--- config.mk ---
export PLATFORM = sky130hd
export DESIGN_NAME = tank_ctrl_multi
export DESIGN_NICKNAME = d
export VERILOG_FILES = /design/src/rtl/tank_pkg.sv /design/src/rtl/tank_step_calc.sv /design/src/rtl/tank_ctrl_multi.sv
export SDC_FILE = /design/constraint.sdc
export NUM_CORES = 1
export LEC_CHECK = 0
export ABC_CLOCK_PERIOD_IN_PS = 5000
export CAP_MARGIN = 20
export CORE_MARGIN = 10
export CORE_UTILIZATION = 45
export CTS_BUF_LIST = sky130_fd_sc_hd__clkbuf_16
export CTS_CLUSTER_DIAMETER = 80
export DETAILED_ROUTE_END_ITERATION = 10
export GPL_TIMING_DRIVEN = 0
export PLACE_DENSITY = 0.71
export SLEW_MARGIN = 20
export SYNTH_ARGS = -nofsm -noshare
export SYNTH_HDL_FRONTEND = slang
export SYNTH_SLANG_ARGS = --single-unit
--- constraint.sdc ---
create_clock -name frame_clk -period 5 [get_ports frame_clk]
set_input_delay 1 -clock frame_clk [delete_from_list [all_inputs] [get_ports frame_clk]]
set_output_delay 1 -clock frame_clk [all_outputs]
set_load 0.005 [all_outputs]
--- src/rtl/tank_pkg.sv ---
// Shared state type, default key codes and screen bounds for the tank controller.
package tank_pkg;

    typedef enum logic [1:0] {
        StAlive    = 2'd0,
        StDead     = 2'd1,
        StGameOver = 2'd2
    } tank_state_e;

    localparam logic [7:0] KEY_FWD_DEF  = 8'h52;
    localparam logic [7:0] KEY_REV_DEF  = 8'h51;
    localparam logic [7:0] KEY_CCW_DEF  = 8'h50;
    localparam logic [7:0] KEY_CW_DEF   = 8'h4f;
    localparam logic [7:0] KEY_FIRE_DEF = 8'h2c;

    localparam logic [9:0] SCREEN_W = 10'd640;
    localparam logic [9:0] SCREEN_H = 10'd480;

    // Sign-magnitude (sign bit + 8-bit magnitude) to 10-bit two's complement.
    function automatic logic [9:0] sm_to_tc(input logic neg, input logic [7:0] mag);
        logic [9:0] v;
        v = {2'b00, mag};
        return neg ? (~v + 10'd1) : v;
    endfunction

endpackage

--- src/rtl/tank_step_calc.sv ---
// Combinational per-frame displacement from the sign-magnitude heading and speed.
module tank_step_calc
    import tank_pkg::*;
(
    input  logic [7:0] i_sin,
    input  logic [7:0] i_cos,
    input  logic [7:0] i_step_q,
    input  logic       i_fwd,
    input  logic       i_rev,
    output logic [9:0] o_dx,
    output logic [9:0] o_dy
);

    logic [14:0] w_prod_x;
    logic [14:0] w_prod_y;
    logic        w_move;
    logic        w_neg_x;
    logic        w_neg_y;

    assign w_prod_x = {7'b0, i_step_q} * {8'b0, i_cos[6:0]};
    assign w_prod_y = {7'b0, i_step_q} * {8'b0, i_sin[6:0]};

    assign w_move  = i_fwd | i_rev;
    // Screen Y grows downward, so a positive sine moves the tank up when going forward.
    assign w_neg_x = i_fwd ? i_cos[7] : ~i_cos[7];
    assign w_neg_y = i_fwd ? ~i_sin[7] : i_sin[7];

    assign o_dx = w_move ? sm_to_tc(w_neg_x, w_prod_x[14:7]) : 10'd0;
    assign o_dy = w_move ? sm_to_tc(w_neg_y, w_prod_y[14:7]) : 10'd0;

endmodule

--- src/rtl/tank_ctrl_multi.sv ---
// Per-player tank controller: motion, rotation, wall rollback, fire cooldown, lives and respawn.
// Define TANK_CTRL_SCREEN_CLAMP_EN to clamp position to the screen instead of wrapping mod 1024.
module tank_ctrl_multi
    import tank_pkg::*;
#(
    parameter int unsigned KEY_SLOTS      = 4,
    parameter int unsigned ANGLE_STEPS    = 45,
    parameter logic [7:0]  STEP_Q         = 8'd48,
    parameter logic [9:0]  X_CENTER       = 10'd300,
    parameter logic [9:0]  Y_CENTER       = 10'd250,
    parameter logic [9:0]  TANK_SIZE      = 10'd10,
    parameter logic [7:0]  KEY_FWD        = KEY_FWD_DEF,
    parameter logic [7:0]  KEY_REV        = KEY_REV_DEF,
    parameter logic [7:0]  KEY_CCW        = KEY_CCW_DEF,
    parameter logic [7:0]  KEY_CW         = KEY_CW_DEF,
    parameter logic [7:0]  KEY_FIRE       = KEY_FIRE_DEF,
    parameter int unsigned FIRE_COOLDOWN  = 16,
    parameter int unsigned RESPAWN_FRAMES = 60,
    parameter int unsigned LIVES          = 3
) (
    input  logic                           frame_clk,
    input  logic                           Reset_n,
    input  logic                           hit,
    input  logic                           isWallTop,
    input  logic                           isWallBottom,
    input  logic                           isWallLeft,
    input  logic                           isWallRight,
    input  logic [7:0]                     sin,
    input  logic [7:0]                     cos,
    input  logic [8*KEY_SLOTS-1:0]         keycode,
    output logic [9:0]                     TankX,
    output logic [9:0]                     TankY,
    output logic [9:0]                     TankS,
    output logic [9:0]                     TankXStep,
    output logic [9:0]                     TankYStep,
    output logic [$clog2(ANGLE_STEPS)-1:0] Angle,
    output logic                           ShootBullet,
    output logic                           Alive,
    output logic [2:0]                     Lives,
    output logic                           GameOver
);

    localparam int AW  = $clog2(ANGLE_STEPS);
    localparam int CDW = (FIRE_COOLDOWN > 0) ? $clog2(FIRE_COOLDOWN + 1) : 1;
    localparam int RSW = (RESPAWN_FRAMES > 0) ? $clog2(RESPAWN_FRAMES + 1) : 1;

    localparam logic [AW-1:0]  ANGLE_MAX     = AW'(ANGLE_STEPS - 1);
    localparam logic [CDW-1:0] COOLDOWN_INIT = CDW'(FIRE_COOLDOWN);
    localparam logic [RSW-1:0] RESPAWN_INIT  = RSW'(RESPAWN_FRAMES);
    localparam logic [2:0]     LIVES_INIT    = 3'(LIVES);

    tank_state_e    r_state,      w_state_d;
    logic [9:0]     r_x,          w_x_d;
    logic [9:0]     r_y,          w_y_d;
    logic [9:0]     r_prev_x,     w_prev_x_d;
    logic [9:0]     r_prev_y,     w_prev_y_d;
    logic [9:0]     r_xstep,      w_xstep_d;
    logic [9:0]     r_ystep,      w_ystep_d;
    logic [AW-1:0]  r_angle,      w_angle_d;
    logic           r_shoot,      w_shoot_d;
    logic [2:0]     r_lives,      w_lives_d;
    logic [CDW-1:0] r_cooldown,   w_cooldown_d;
    logic [RSW-1:0] r_respawn,    w_respawn_d;
    logic           r_fire_prev,  w_fire_prev_d;

    logic       w_key_fwd, w_key_rev, w_key_ccw, w_key_cw, w_key_fire;
    logic       w_fwd, w_rev, w_ccw, w_cw;
    logic       w_wall;
    logic       w_fire_edge;
    logic [9:0] w_dx, w_dy;
    logic [9:0] w_mv_x, w_mv_y;
    logic [9:0] w_mv_xstep, w_mv_ystep;

    always_comb begin
        w_key_fwd  = 1'b0;
        w_key_rev  = 1'b0;
        w_key_ccw  = 1'b0;
        w_key_cw   = 1'b0;
        w_key_fire = 1'b0;
        for (int i = 0; i < int'(KEY_SLOTS); i++) begin
            if (keycode[8*i +: 8] == KEY_FWD)  w_key_fwd  = 1'b1;
            if (keycode[8*i +: 8] == KEY_REV)  w_key_rev  = 1'b1;
            if (keycode[8*i +: 8] == KEY_CCW)  w_key_ccw  = 1'b1;
            if (keycode[8*i +: 8] == KEY_CW)   w_key_cw   = 1'b1;
            if (keycode[8*i +: 8] == KEY_FIRE) w_key_fire = 1'b1;
        end
    end

    // Only the highest-priority motion key acts in a frame.
    assign w_fwd = w_key_fwd;
    assign w_rev = ~w_key_fwd & w_key_rev;
    assign w_ccw = ~w_key_fwd & ~w_key_rev & w_key_ccw;
    assign w_cw  = ~w_key_fwd & ~w_key_rev & ~w_key_ccw & w_key_cw;

    assign w_wall      = isWallTop | isWallBottom | isWallLeft | isWallRight;
    assign w_fire_edge = w_key_fire & ~r_fire_prev;

    tank_step_calc u_step_calc (
        .i_sin    (sin),
        .i_cos    (cos),
        .i_step_q (STEP_Q),
        .i_fwd    (w_fwd),
        .i_rev    (w_rev),
        .o_dx     (w_dx),
        .o_dy     (w_dy)
    );

`ifdef TANK_CTRL_SCREEN_CLAMP_EN
    localparam logic signed [11:0] X_MAX = $signed({2'b00, SCREEN_W - 10'd1 - TANK_SIZE});
    localparam logic signed [11:0] Y_MAX = $signed({2'b00, SCREEN_H - 10'd1 - TANK_SIZE});

    function automatic logic [9:0] clamp_pos(input logic [9:0] pos, input logic [9:0] step,
                                             input logic signed [11:0] hi);
        logic signed [11:0] sum;
        sum = $signed({2'b00, pos}) + $signed({{2{step[9]}}, step});
        if (sum < 12'sd0) begin
            return 10'd0;
        end else if (sum > hi) begin
            return hi[9:0];
        end
        return sum[9:0];
    endfunction

    assign w_mv_x     = clamp_pos(r_x, w_dx, X_MAX);
    assign w_mv_y     = clamp_pos(r_y, w_dy, Y_MAX);
    assign w_mv_xstep = w_mv_x - r_x;
    assign w_mv_ystep = w_mv_y - r_y;
`else
    assign w_mv_x     = r_x + w_dx;
    assign w_mv_y     = r_y + w_dy;
    assign w_mv_xstep = w_dx;
    assign w_mv_ystep = w_dy;
`endif

    always_comb begin
        w_state_d     = r_state;
        w_x_d         = r_x;
        w_y_d         = r_y;
        w_prev_x_d    = r_prev_x;
        w_prev_y_d    = r_prev_y;
        w_xstep_d     = r_xstep;
        w_ystep_d     = r_ystep;
        w_angle_d     = r_angle;
        w_shoot_d     = 1'b0;
        w_lives_d     = r_lives;
        w_respawn_d   = r_respawn;
        w_fire_prev_d = w_key_fire;
        w_cooldown_d  = (r_cooldown != '0) ? r_cooldown - CDW'(1) : r_cooldown;

        unique case (r_state)
            StAlive: begin
                if (hit) begin
                    w_xstep_d = 10'd0;
                    w_ystep_d = 10'd0;
                    if (r_lives > 3'd1) begin
                        w_lives_d   = r_lives - 3'd1;
                        w_state_d   = StDead;
                        w_respawn_d = RESPAWN_INIT;
                    end else begin
                        w_lives_d = 3'd0;
                        w_state_d = StGameOver;
                    end
                end else begin
                    if (w_fire_edge && (r_cooldown == '0)) begin
                        w_shoot_d    = 1'b1;
                        w_cooldown_d = COOLDOWN_INIT;
                    end
                    if (w_wall) begin
                        w_x_d     = r_prev_x;
                        w_y_d     = r_prev_y;
                        w_xstep_d = 10'd0;
                        w_ystep_d = 10'd0;
                    end else begin
                        w_prev_x_d = r_x;
                        w_prev_y_d = r_y;
                        w_x_d      = w_mv_x;
                        w_y_d      = w_mv_y;
                        w_xstep_d  = w_mv_xstep;
                        w_ystep_d  = w_mv_ystep;
                        if (w_ccw) begin
                            w_angle_d = (r_angle == ANGLE_MAX) ? '0 : r_angle + AW'(1);
                        end else if (w_cw) begin
                            w_angle_d = (r_angle == '0) ? ANGLE_MAX : r_angle - AW'(1);
                        end
                    end
                end
            end
            StDead: begin
                w_xstep_d = 10'd0;
                w_ystep_d = 10'd0;
                // Respawn on the edge that would take the counter to zero: 60 dead frames total.
                if (r_respawn <= RSW'(1)) begin
                    w_state_d    = StAlive;
                    w_x_d        = X_CENTER;
                    w_y_d        = Y_CENTER;
                    w_prev_x_d   = X_CENTER;
                    w_prev_y_d   = Y_CENTER;
                    w_angle_d    = '0;
                    w_cooldown_d = '0;
                    w_respawn_d  = '0;
                end else begin
                    w_respawn_d = r_respawn - RSW'(1);
                end
            end
            StGameOver: begin
                w_cooldown_d  = r_cooldown;
                w_fire_prev_d = r_fire_prev;
            end
            default: begin
                w_state_d = StAlive;
            end
        endcase
    end

    always_ff @(posedge frame_clk) begin
        if (!Reset_n) begin
            r_state     <= StAlive;
            r_x         <= X_CENTER;
            r_y         <= Y_CENTER;
            r_prev_x    <= X_CENTER;
            r_prev_y    <= Y_CENTER;
            r_xstep     <= 10'd0;
            r_ystep     <= 10'd0;
            r_angle     <= '0;
            r_shoot     <= 1'b0;
            r_lives     <= LIVES_INIT;
            r_cooldown  <= '0;
            r_respawn   <= '0;
            r_fire_prev <= 1'b0;
        end else begin
            r_state     <= w_state_d;
            r_x         <= w_x_d;
            r_y         <= w_y_d;
            r_prev_x    <= w_prev_x_d;
            r_prev_y    <= w_prev_y_d;
            r_xstep     <= w_xstep_d;
            r_ystep     <= w_ystep_d;
            r_angle     <= w_angle_d;
            r_shoot     <= w_shoot_d;
            r_lives     <= w_lives_d;
            r_cooldown  <= w_cooldown_d;
            r_respawn   <= w_respawn_d;
            r_fire_prev <= w_fire_prev_d;
        end
    end

    assign TankX       = r_x;
    assign TankY       = r_y;
    assign TankS       = TANK_SIZE;
    assign TankXStep   = r_xstep;
    assign TankYStep   = r_ystep;
    assign Angle       = r_angle;
    assign ShootBullet = r_shoot;
    assign Alive       = (r_state == StAlive);
    assign Lives       = r_lives;
    assign GameOver    = (r_state == StGameOver);

endmodule

* Word-level counts from Yosys, hierarchy flattened *
Cells that the tools add are included.

word-level totals
  bits in registers = 84
  bits in read-only memories = 0
  output and inout bits = 62
  latch bits = 0
  memories = 0
  input bits = 55
  bits in writable memories = 0

cells by class
  order comparisons = 2
  bitwise logic cells = 21
  div/mod/pow operators = 0
  equal/unequal tests = 29
  mux-type cells = 69
  shift-type cells = 0
  $mul = 2
  add/subtract/negate cells = 9
  reduce and logical (&&, ||, !) cells = 13

operators with widths
  operator                                                                           number
  10-bit 2-to-1 mux                                                                  18
  8-bit by 7-bit == test with 1-bit output (second input constant)                   16
  10-bit one-hot mux with 2 select lines                                             6
  6-bit 2-to-1 mux                                                                   10
  8-bit by 6-bit == test with 1-bit output (second input constant)                   4
  6-bit one-hot mux with 2 select lines                                              2
  1-bit 2-to-1 mux                                                                   23
  10-bit by 1-bit adder with 10-bit output (second input constant)                   2
  10-bit adder                                                                       2
  5-bit 2-to-1 mux                                                                   4
  8-bit NOT with 10-bit output                                                       2
  2-bit by 7-bit multiplier with 9-bit output (first input constant)                 2
  5-bit one-hot mux with 3 select lines                                              1
  6-bit by 1-bit subtractor with 6-bit output (second input constant)                2
  1-bit NOT                                                                          9
  3-bit AND reduction                                                                3
  2-bit != test (second input constant)                                              4
  6-bit by 1-bit adder with 6-bit output (second input constant)                     1
  1-bit AND                                                                          6
  6-bit == test (second input constant)                                              1
  6-bit by 1-bit less-or-equal comparator with 1-bit output (second input constant)  1
  6-bit logical NOT                                                                  1
  2-bit 2-to-1 mux                                                                   3
  2-bit one-hot mux with 3 select lines                                              1
  other kinds (18)                                                                   21

* Longest topological paths before layout *
Gate-level depths: netlist (run 1).

  depth after elaboration = 14
  depth in mapped cells = 18

* By module *
From an unflattened synthesis (run 1), not the netlist that was laid out.

second synthesis, totals
  cell total of the unflattened synthesis = 1091
  area total of the unflattened synthesis = 9135.0 um^2

modules (own cells, without submodules)
  module           instances  sequential area each (um^2)  area an instance (um^2)  cells each
  tank_ctrl_multi  1          1681.6                       5056.1                   601
  tank_step_calc   1          0.0                          4078.9                   490

* Worst setup path before layout (run 1) *
OpenSTA, ideal clock, no wires.

  path type = input to register
  from = input keycode[4]
  to = register r_y[8], in the netlist TankY[8]
  path slack = 502 ps
  required time = 4929 ps
  cell stages on the path = 16
  arrival time = 4428 ps
  library setup time = 71 ps
  cells stage by stage = nor4b_2 nand4b_1 o2111ai_4 nor2_1 buf_2 buf_1 nor2_1 ha_1 fa_1 a21o_1 a21oi_1 o21bai_1 a2111oi_0 o211ai_1 o31a_1 a21oi_1

on the way
  longest elaborated chain between the ends = 13
  elaborated cells between the ends (all ways) = 20
  those cells by class = add/sub (1); eq/ne (2); mux (14); bitwise (3)

RTL lines
  element                                   RTL line                text
  from (decl)                               tank_ctrl_multi.sv:30   input logic [8*KEY_SLOTS-1:0] keycode,
  8-bit by 7-bit == test with 1-bit output  tank_ctrl_multi.sv:81   if (keycode[8*i +: 8] == KEY_FWD) w_key_fwd = 1'b1;
  1-bit 2-to-1 mux (4 in series)            tank_ctrl_multi.sv:81
  1-bit NOT                                 tank_ctrl_multi.sv:91   assign w_rev = ~w_key_fwd & w_key_rev;
  1-bit AND                                 tank_ctrl_multi.sv:91
  1-bit OR                                  tank_step_calc.sv:23    assign w_move = i_fwd | i_rev;
  10-bit 2-to-1 mux *                       tank_step_calc.sv:29    assign o_dy = w_move ? sm_to_tc(w_neg_y, w_prod_y[14:7]) : 10'd0;
  10-bit adder *                            tank_ctrl_multi.sv:130  assign w_mv_y = r_y + w_dy;
  10-bit 2-to-1 mux *                       tank_ctrl_multi.sv:168  if (w_wall) begin
  10-bit 2-to-1 mux *                       tank_ctrl_multi.sv:152  if (hit) begin
  10-bit one-hot mux with 2 select lines *  tank_ctrl_multi.sv:150  unique case (r_state)
  to (signal assigned)                      tank_ctrl_multi.sv:233  r_y <= w_y_d;
  to (decl)                                 tank_ctrl_multi.sv:54   logic [9:0] r_y, w_y_d;

Every way passes the cells marked *; elsewhere a longest branch is shown, timed or not. The select of a mux whose other input is x is not followed.
A chain may end at the register's enable or synchronous reset.

* Worst setup path after layout (run 1) *
  from = input cos[1]
  to = register r_x[8], in the netlist TankX[8]

on the way
  longest elaborated chain between the ends = 9

RTL lines
  element                                        RTL line                text
  from (decl)                                    tank_ctrl_multi.sv:29   input logic [7:0] cos,
  2-bit by 7-bit multiplier with 9-bit output *  tank_step_calc.sv:20    assign w_prod_x = {7'b0, i_step_q} * {8'b0, i_cos[6:0]};
  8-bit NOT with 10-bit output                   tank_pkg.sv:23          return neg ? (~v + 10'd1) : v;
  10-bit by 1-bit adder with 10-bit output       tank_pkg.sv:23
  10-bit 2-to-1 mux *                            tank_pkg.sv:23
  10-bit 2-to-1 mux *                            tank_step_calc.sv:28    assign o_dx = w_move ? sm_to_tc(w_neg_x, w_prod_x[14:7]) : 10'd0;
  10-bit adder *                                 tank_ctrl_multi.sv:129  assign w_mv_x = r_x + w_dx;
  10-bit 2-to-1 mux *                            tank_ctrl_multi.sv:168
  10-bit 2-to-1 mux *                            tank_ctrl_multi.sv:152
  10-bit one-hot mux with 2 select lines *       tank_ctrl_multi.sv:150
  to (signal assigned)                           tank_ctrl_multi.sv:232  r_x <= w_x_d;
  to (decl)                                      tank_ctrl_multi.sv:53   logic [9:0] r_x, w_x_d;

Marked as above.

==> metrics.txt, run 1 <==
Core ar. 12,800 µm²; multi-input logic area 4040 µm²; gr ovfl total 0; fin area 7630 µm²; Hold Crit Class register to register; CP Depth 18; P&R area growth vs syn 28.6%; final worst slack 0.210 ns; slowest cell delay on critical path 0.46 ns; TritonCTS Buffers 9; Ant. Diodes 0; Synth cell types 71; Mapped Cells 761; Via-to-Cell Ratio 5.77; Die H 135 µm; die area 18,200 µm²; Synth Cell Area 5930 µm²; Synth area leaders dfxtp_1 (28%), ha_1 (8.6%), a21oi_1 (5.7%); critical path startpoint category input port; WP buf/inv 2; Antenna Nets Post-Route 0; Mapped Avg Cell Area 7.80 µm²; WS Path Type input port to register; vias in the first global route 6,005; Tcrit/Tclk final 95.8%; CP delay by family, top compound AO/OA/AOI/OAI gates; Seq/Total Area, Yosys 28.3%; Starting Density 46.5%; # IOs 117; Slowest-stage cell, CP clkdlybuf4s50_1; FF+latch area 1680 µm²; CP arrival 5.03 ns; Clock Root Buffer clkbuf_16; dpl cell area 7220 µm²; residual DRC count 0; Final GP Congestion 0.935; Tot Pwr 2.19 mW; CP Cell Sequence clkdlybuf4s50_1 -> ha_1 -> a31oi_1 -> nand2b_4 -> nor2b_1 -> xor2_1 -> ha_1 -> inv_1 -> mux2_1 -> nor2_1 -> fa_1 -> a21o_1 -> a21oi_1 -> o21bai_1 -> a2111oi_2 -> nor3_1 -> xor2_1 -> o21a_1; Pre-Repair DR Iteration Count 7; CP required 5.24 ns; final setup fails 0; Syn. warnings 0; Site Rows 41; status completed; crit path max fanout 4; DR iter-0 viols 535; Hold Buf Count CTS 0; cell depth of the worst flop-to-flop path 11; Fin. Hold Viols 0; final hold slack 0.455 ns; count of input and output buffers 104; clock sink count 84; Vias 6,119; initial antenna violation count 0; TNS Setup 0 ns; nature of the critical path endpoint register; Max Buffers Root-to-Sink 2; DP HPWL 14,500 µm; Final Skew 0.00608 ns; RSZ-0062 raised after global routing true; Async S/R FF share, synth 0%; CTS H-tree depth 3; global-route wire length before repair 30,100 µm; nets 984; Worst slew margin 28.8%; worst vdd ir 0.138 mV; pre-CTS WS -0.679 ns; hold path cells 2; Total GRT Usage 20.3%; final wirelength 18,800 µm; Post-synth EDFFs 0; pin count of the biggest net entering global routing 14; Clock transition at path regs 0.06 ns; per-cell routed wire length 17.7 µm; ys flop type dfxtp_1; Fillers 1,143; PwrDens 287 nW/µm²; max-cap viol count 0; largest area contributor in the netlist dfxtp_1; min Tclk post-route 4.79 ns; CTS tree yes; Final Max Tran Viols 0; Fmax 209 MHz; Die X 135 µm; Leak 2.85 nW; Synth Register Bits 84; worst skew pair latency 0.35 ns; post-synth top area share 28.3%; layout cell share with drive strength beyond 1 7.31%; worst slew pin tran 1.06 ns
==> cell usage after synthesis, drive strengths merged, types with 9 or more instances <==
cell type	n
nor2	86
dfxtp	84
nand2	68
a21oi	67
nor3	45
nand3	43
ha	41
o21ai	33
clkbuf	29
inv	25
buf	18
xnor2	18
xor2	18
nand4b	13
nor2b	13
nand2b	10
o31ai	10
or3	9
==> final timing paths <==
path	start	to	slack [ns]
max	cos[1]	TankX[8]	0.21
min	r_prev_y[8]	r_prev_y[8]	0.46
max reg2reg	r_respawn[0]	r_prev_x[7]	2.32
min reg2reg	r_prev_y[8]	r_prev_y[8]	0.46
==> worst min-delay path: cells and delay by family, from the launching register on <==
family / cells / cell delay [ns]
simple gates: 1 / 0.05
flops: 1 / 0.30
compound gates: 1 / 0.05
==> power by group <==
| group | switching (mW) | leakage [nW] | internal [mW] |
|---|---|---|---|
| combinational | 0.393 | 2.02 | 0.280 |
| sequential | 0.0420 | 0.681 | 0.710 |
| clock | 0.280 | 0.157 | 0.482 |
| total | 0.715 | 2.85 | 1.47 |
==> registers in the layout, indices dropped and copies added (netlist names) <==
signal,cells
Angle,6
TankX,10
r_respawn,6
r_cooldown,5
r_prev_x,10
Lives,3
r_prev_y,10
TankYStep,10
TankY,10
ShootBullet,1
r_fire_prev,1
TankXStep,10
r_state,2
==> cell usage in the layout (no fill, tap or decap), drive strengths merged, types with 7 or more instances in the layout <==
cell / count
a21oi: 67
a31oi: 7
buf: 19
clkbuf: 39
clkdlybuf4s50: 104
conb: 10
dfxtp: 84
ha: 41
inv: 25
mux2i: 8
nand2: 68
nand2b: 10
nand3: 43
nand4: 8
nand4b: 13
nor2: 86
nor2b: 13
nor3: 45
o211ai: 7
o21ai: 33
o22ai: 7
o31ai: 10
or3: 9
xnor2: 18
xor2: 18
==> metrics by stage <==
step / std cells / util, %
floorplan: 769 / -
global placement: 1045 / 56.5
detailed placement: 1045 / 56.5
CTS: 1059 / 59.2
global route: 1061 / 59.7
finish: 1061 / 59.7
==> cell families after synthesis <==
logic type / synth area share, %
adders and majority gates: 9.32
muxes: 1.73
buffers and inverters: 5.27
xor gates and xnor gates: 5.57
and+or+nand+nor: 29.0
AOI/OAI and AO/OA: 20.7
DFF: 28.3
other: 0.127
==> cell type report <==
class | instances | area share (%)
clock inverters | 5 | 1.34
inverters | 25 | 1.23
repair buffers | 106 | 13.8
well taps | 172 | 2.82
plain buffers | 47 | 2.89
flip-flops and latches | 84 | 22.0
clock buffers | 9 | 2.95
multi-input cells | 613 | 52.9
==> layer usage <==
| metal | part of all wire, % | global-route usage, % | wire, µm |
|---|---|---|---|
| met4 | 3.3 | 8.59 | 623 |
| met2 | 48 | 34.5 | 9060 |
| met3 | 6.1 | 4.49 | 1150 |
| met1 | 42 | 24.2 | 8000 |
| met5 | 0 | 0 | 0 |
==> what timing repair did <==
action	CTS	global route
resized for setup	4	12
pin swaps	0	3
setup buffers	0	2
endpoints found under the setup margin	6	6
Note: power is estimated with default switching activity, not from simulation.
==> run 2: changes to the inputs <==
--- a/config.mk
+++ b/config.mk
@@ -5,15 +5,14 @@
 export SDC_FILE = /design/constraint.sdc
 export NUM_CORES = 1
 export LEC_CHECK = 0
-export ABC_CLOCK_PERIOD_IN_PS = 5000
+export ABC_CLOCK_PERIOD_IN_PS = 4000
 export CAP_MARGIN = 20
 export CORE_MARGIN = 10
 export CORE_UTILIZATION = 45
 export CTS_BUF_LIST = sky130_fd_sc_hd__clkbuf_16
 export CTS_CLUSTER_DIAMETER = 80
 export DETAILED_ROUTE_END_ITERATION = 10
-export GPL_TIMING_DRIVEN = 0
-export PLACE_DENSITY = 0.71
+export PLACE_DENSITY = 0.74
 export SLEW_MARGIN = 20
 export SYNTH_ARGS = -nofsm -noshare
 export SYNTH_HDL_FRONTEND = slang
==> constraint.sdc (replaced) <==
create_clock -name frame_clk -period 4 [get_ports frame_clk]
set_input_delay 0.8 -clock frame_clk [delete_from_list [all_inputs] [get_ports frame_clk]]
set_output_delay 0.8 -clock frame_clk [all_outputs]
set_load 0.005 [all_outputs]
==> metrics.txt, run 2 (same netlist as run 1, synthesis figures left out) <==
Die X 135 µm (unchanged); CTS tree yes; final wirelength 21,200 µm (+12%); Clock Root Buffer clkbuf_16; met1 Use GR 25.3% (+1.1 points); Hold Crit Start TankYStep[9]; cell depth of the worst flop-to-flop path 11 (unchanged); Final Util 70.2% (+10 points); Final Skew 0.00532 ns (-0.000764 ns); R2R setup slack 1.15 ns (-1.17 ns); final setup fails 1 (+1); hold path cells 2 (unchanged); worst slew pin tran 0.939 ns (-0.120 ns); Via-to-Cell Ratio 5.82 (+0.95%); most frequent cells in the layout buf_4 (135), dfxtp_1 (84), nor2_1 (79), clkdlybuf4s50_1 (74), nand2_1 (67); pin count of the biggest net entering global routing 40 (+26); CP arrival 4.25 ns (-0.78 ns); CTS H-tree depth 3 (unchanged); slowest cell delay on critical path 0.37 ns (-0.09 ns); layout cell share with drive strength beyond 1 26.0% (+19 points); # IOs 117 (unchanged); nets 1,080 (+9.8%); TritonCTS Buffers 9 (unchanged); DR iter-0 viols 594 (+11%); Clock transition at path regs 0.06 ns (about the same); Crit Reg-Reg Endpoint r_prev_y[1]; Final Max Tran Viols 0 (unchanged); worst vdd ir 0.226 mV (+64%); WP buf/inv 2 (unchanged); per-cell routed wire length 18.3 µm (+2.9%); CP Cell Sequence dlygate4sd2_1 -> nor4b_4 -> nand2_2 -> o2111a_2 -> xnor2_4 -> o21a_1 -> nor3_2 -> nor3_2 -> ha_1 -> buf_4 -> a21oi_2 -> o21bai_2 -> a2111oi_4 -> nor3_2 -> xor2_1 -> o21a_1; Antenna Nets Post-Route 0 (unchanged); Die H 135 µm (unchanged); worst skew pair latency 0.35 ns (about the same); count of input and output buffers 106 (+1.9%); min Tclk post-route 4.01 ns; Fmax 250 MHz; FF+latch area 1680 µm² (unchanged); GRT met2 Usage 36.4% (+1.9 points); CP required 4.24 ns (-1.00 ns); clock sink count 84 (unchanged); Leak 3.67 nW (+29%); Core ar. 12,800 µm² (unchanged); worst r2r src r_respawn[0]; Fillers 946 (-17%); Fin. Hold Viols 0 (unchanged); PwrDens 318 nW/µm² (+11%); Hold Buf Count CTS 0 (unchanged); CP most frequent cell nor3_2; max-cap viol count 0 (unchanged); post-route insts no fill 1,159 (+9.2%); Vias 6,748 (+10%); Tot Pwr 2.85 mW (+30%); WS Path Type input port to register; DP HPWL 14,000 µm (-3.6%); global-route wire length before repair 31,900 µm (+6.0%); residual DRC count 0 (unchanged); vias in the first global route 6,505 (+8.3%); Starting Density 46.5% (unchanged); Slowest-stage cell, CP a2111oi_4; Site Rows 41 (unchanged); Worst Hold End TankYStep[9]; gr ovfl total 0 (unchanged); most common cell after layout, fill and taps aside buf_4; multi-input logic area 4520 µm² (+12%); pre-CTS WS -0.733 ns (-0.0543 ns); placed cell count 1,116 (+6.8%); status finished, violations left; nature of the critical path endpoint register; Pre-Repair DR Iteration Count 5 (-2); final worst slack -0.00559 ns (-0.215 ns); crit path max fanout 6 (+2); CP delay by family, top compound AO/OA/AOI/OAI gates; critical path startpoint category input port; met3 usage 4.78% (+0.30 points); Final GP Congestion 0.901 (-3.6%); die area 18,200 µm² (unchanged); Worst slew margin 37.0% (+8.2 points); Tcrit/Tclk final 100%; Total GRT Usage 21.4% (+1.1 points); Max Buffers Root-to-Sink 2 (unchanged); P&R area growth vs syn 51.0%; failing checks setup timing; initial antenna violation count 0 (unchanged); Hold Crit Class register to register; grt peak-use layer met2; final hold slack 0.456 ns (+0.00106 ns); Ant. Diodes 0 (unchanged)
[run 2: cell types whose count changed in the layout (fill, tap and decap cells not counted), sizes merged]
cell           before  now
buf                19  144
clkdlybuf4s50     104   74
clkbuf             39   12
dlygate4sd2         0   13
dlymetal6s2s        0   13
bufinv              3    1
clkdlybuf4s15       0    2
clkinv              1    3
clkinvlp            1    2
inv                25   26
[run 2: layout make-up]
cell class	instances	share of cell area, %
tap	172	2.40
multi-input combinational	613	50.4
clock inverter	7	0.740
clock buffer	9	2.51
inverter	25	1.05
timing repair buffer	249	24.1
sequential	84	18.8
[run 2: routing by layer]
| metal | up-vias | wire [µm] |
|---|---|---|
| li1 | 3182 | - |
| met1 | 3186 | 8480 |
| met2 | 309 | 10500 |
| met3 | 71 | 1420 |
| met4 | 0 | 762 |
| met5 | - | 0 |
[run 2: tightest hold or removal path: stages, from the launching register on]
cell	delay (ns)
dfxtp_1	0.31
nand2_1	0.05
a21oi_1	0.05
[run 2: stage by stage]
stage | TNS [ns] | instance area [µm²]
6_report | -0.00559 | 8960
4_1_cts | 0 | 8550
2_1_floorplan | -0.0346 | 5970
5_1_grt | -0.523 | 8960
3_5_place_dp | -5.95 | 7910
3_3_place_gp | -5.08 | 7910
[run 2: where the power goes]
| part | leakage [nW] | switching (mW) | internal, mW |
|---|---|---|---|
| clock network | 0.137 | 0.354 | 0.481 |
| logic | 2.85 | 0.563 | 0.512 |
| registers | 0.681 | 0.0557 | 0.887 |
| total | 3.67 | 0.973 | 1.88 |
[run 2: worst max-delay path by stage]
stage | endpoint | from | cells after the start | slack [ns]
5_1_grt | TankY[9] | sin[5] | 20 | -0.14
3_3_place_gp | TankY[8] | sin[1] | 17 | -0.65
4_1_cts | TankX[7] | cos[2] | 20 | 0.004
3_5_place_dp | TankY[8] | sin[1] | 17 | -0.73
2_1_floorplan | TankY[8] | sin[1] | 16 | -0.03
6_report | TankX[8] | keycode[11] | 16 | -0.006
[run 2: repair_timing]
action	in CTS	in global routing
endpoints found under the setup margin	7	9
pin swaps	57	53
buffers inserted	16	12
gates resized for setup	76	74
endpoints found under the hold margin	0	0
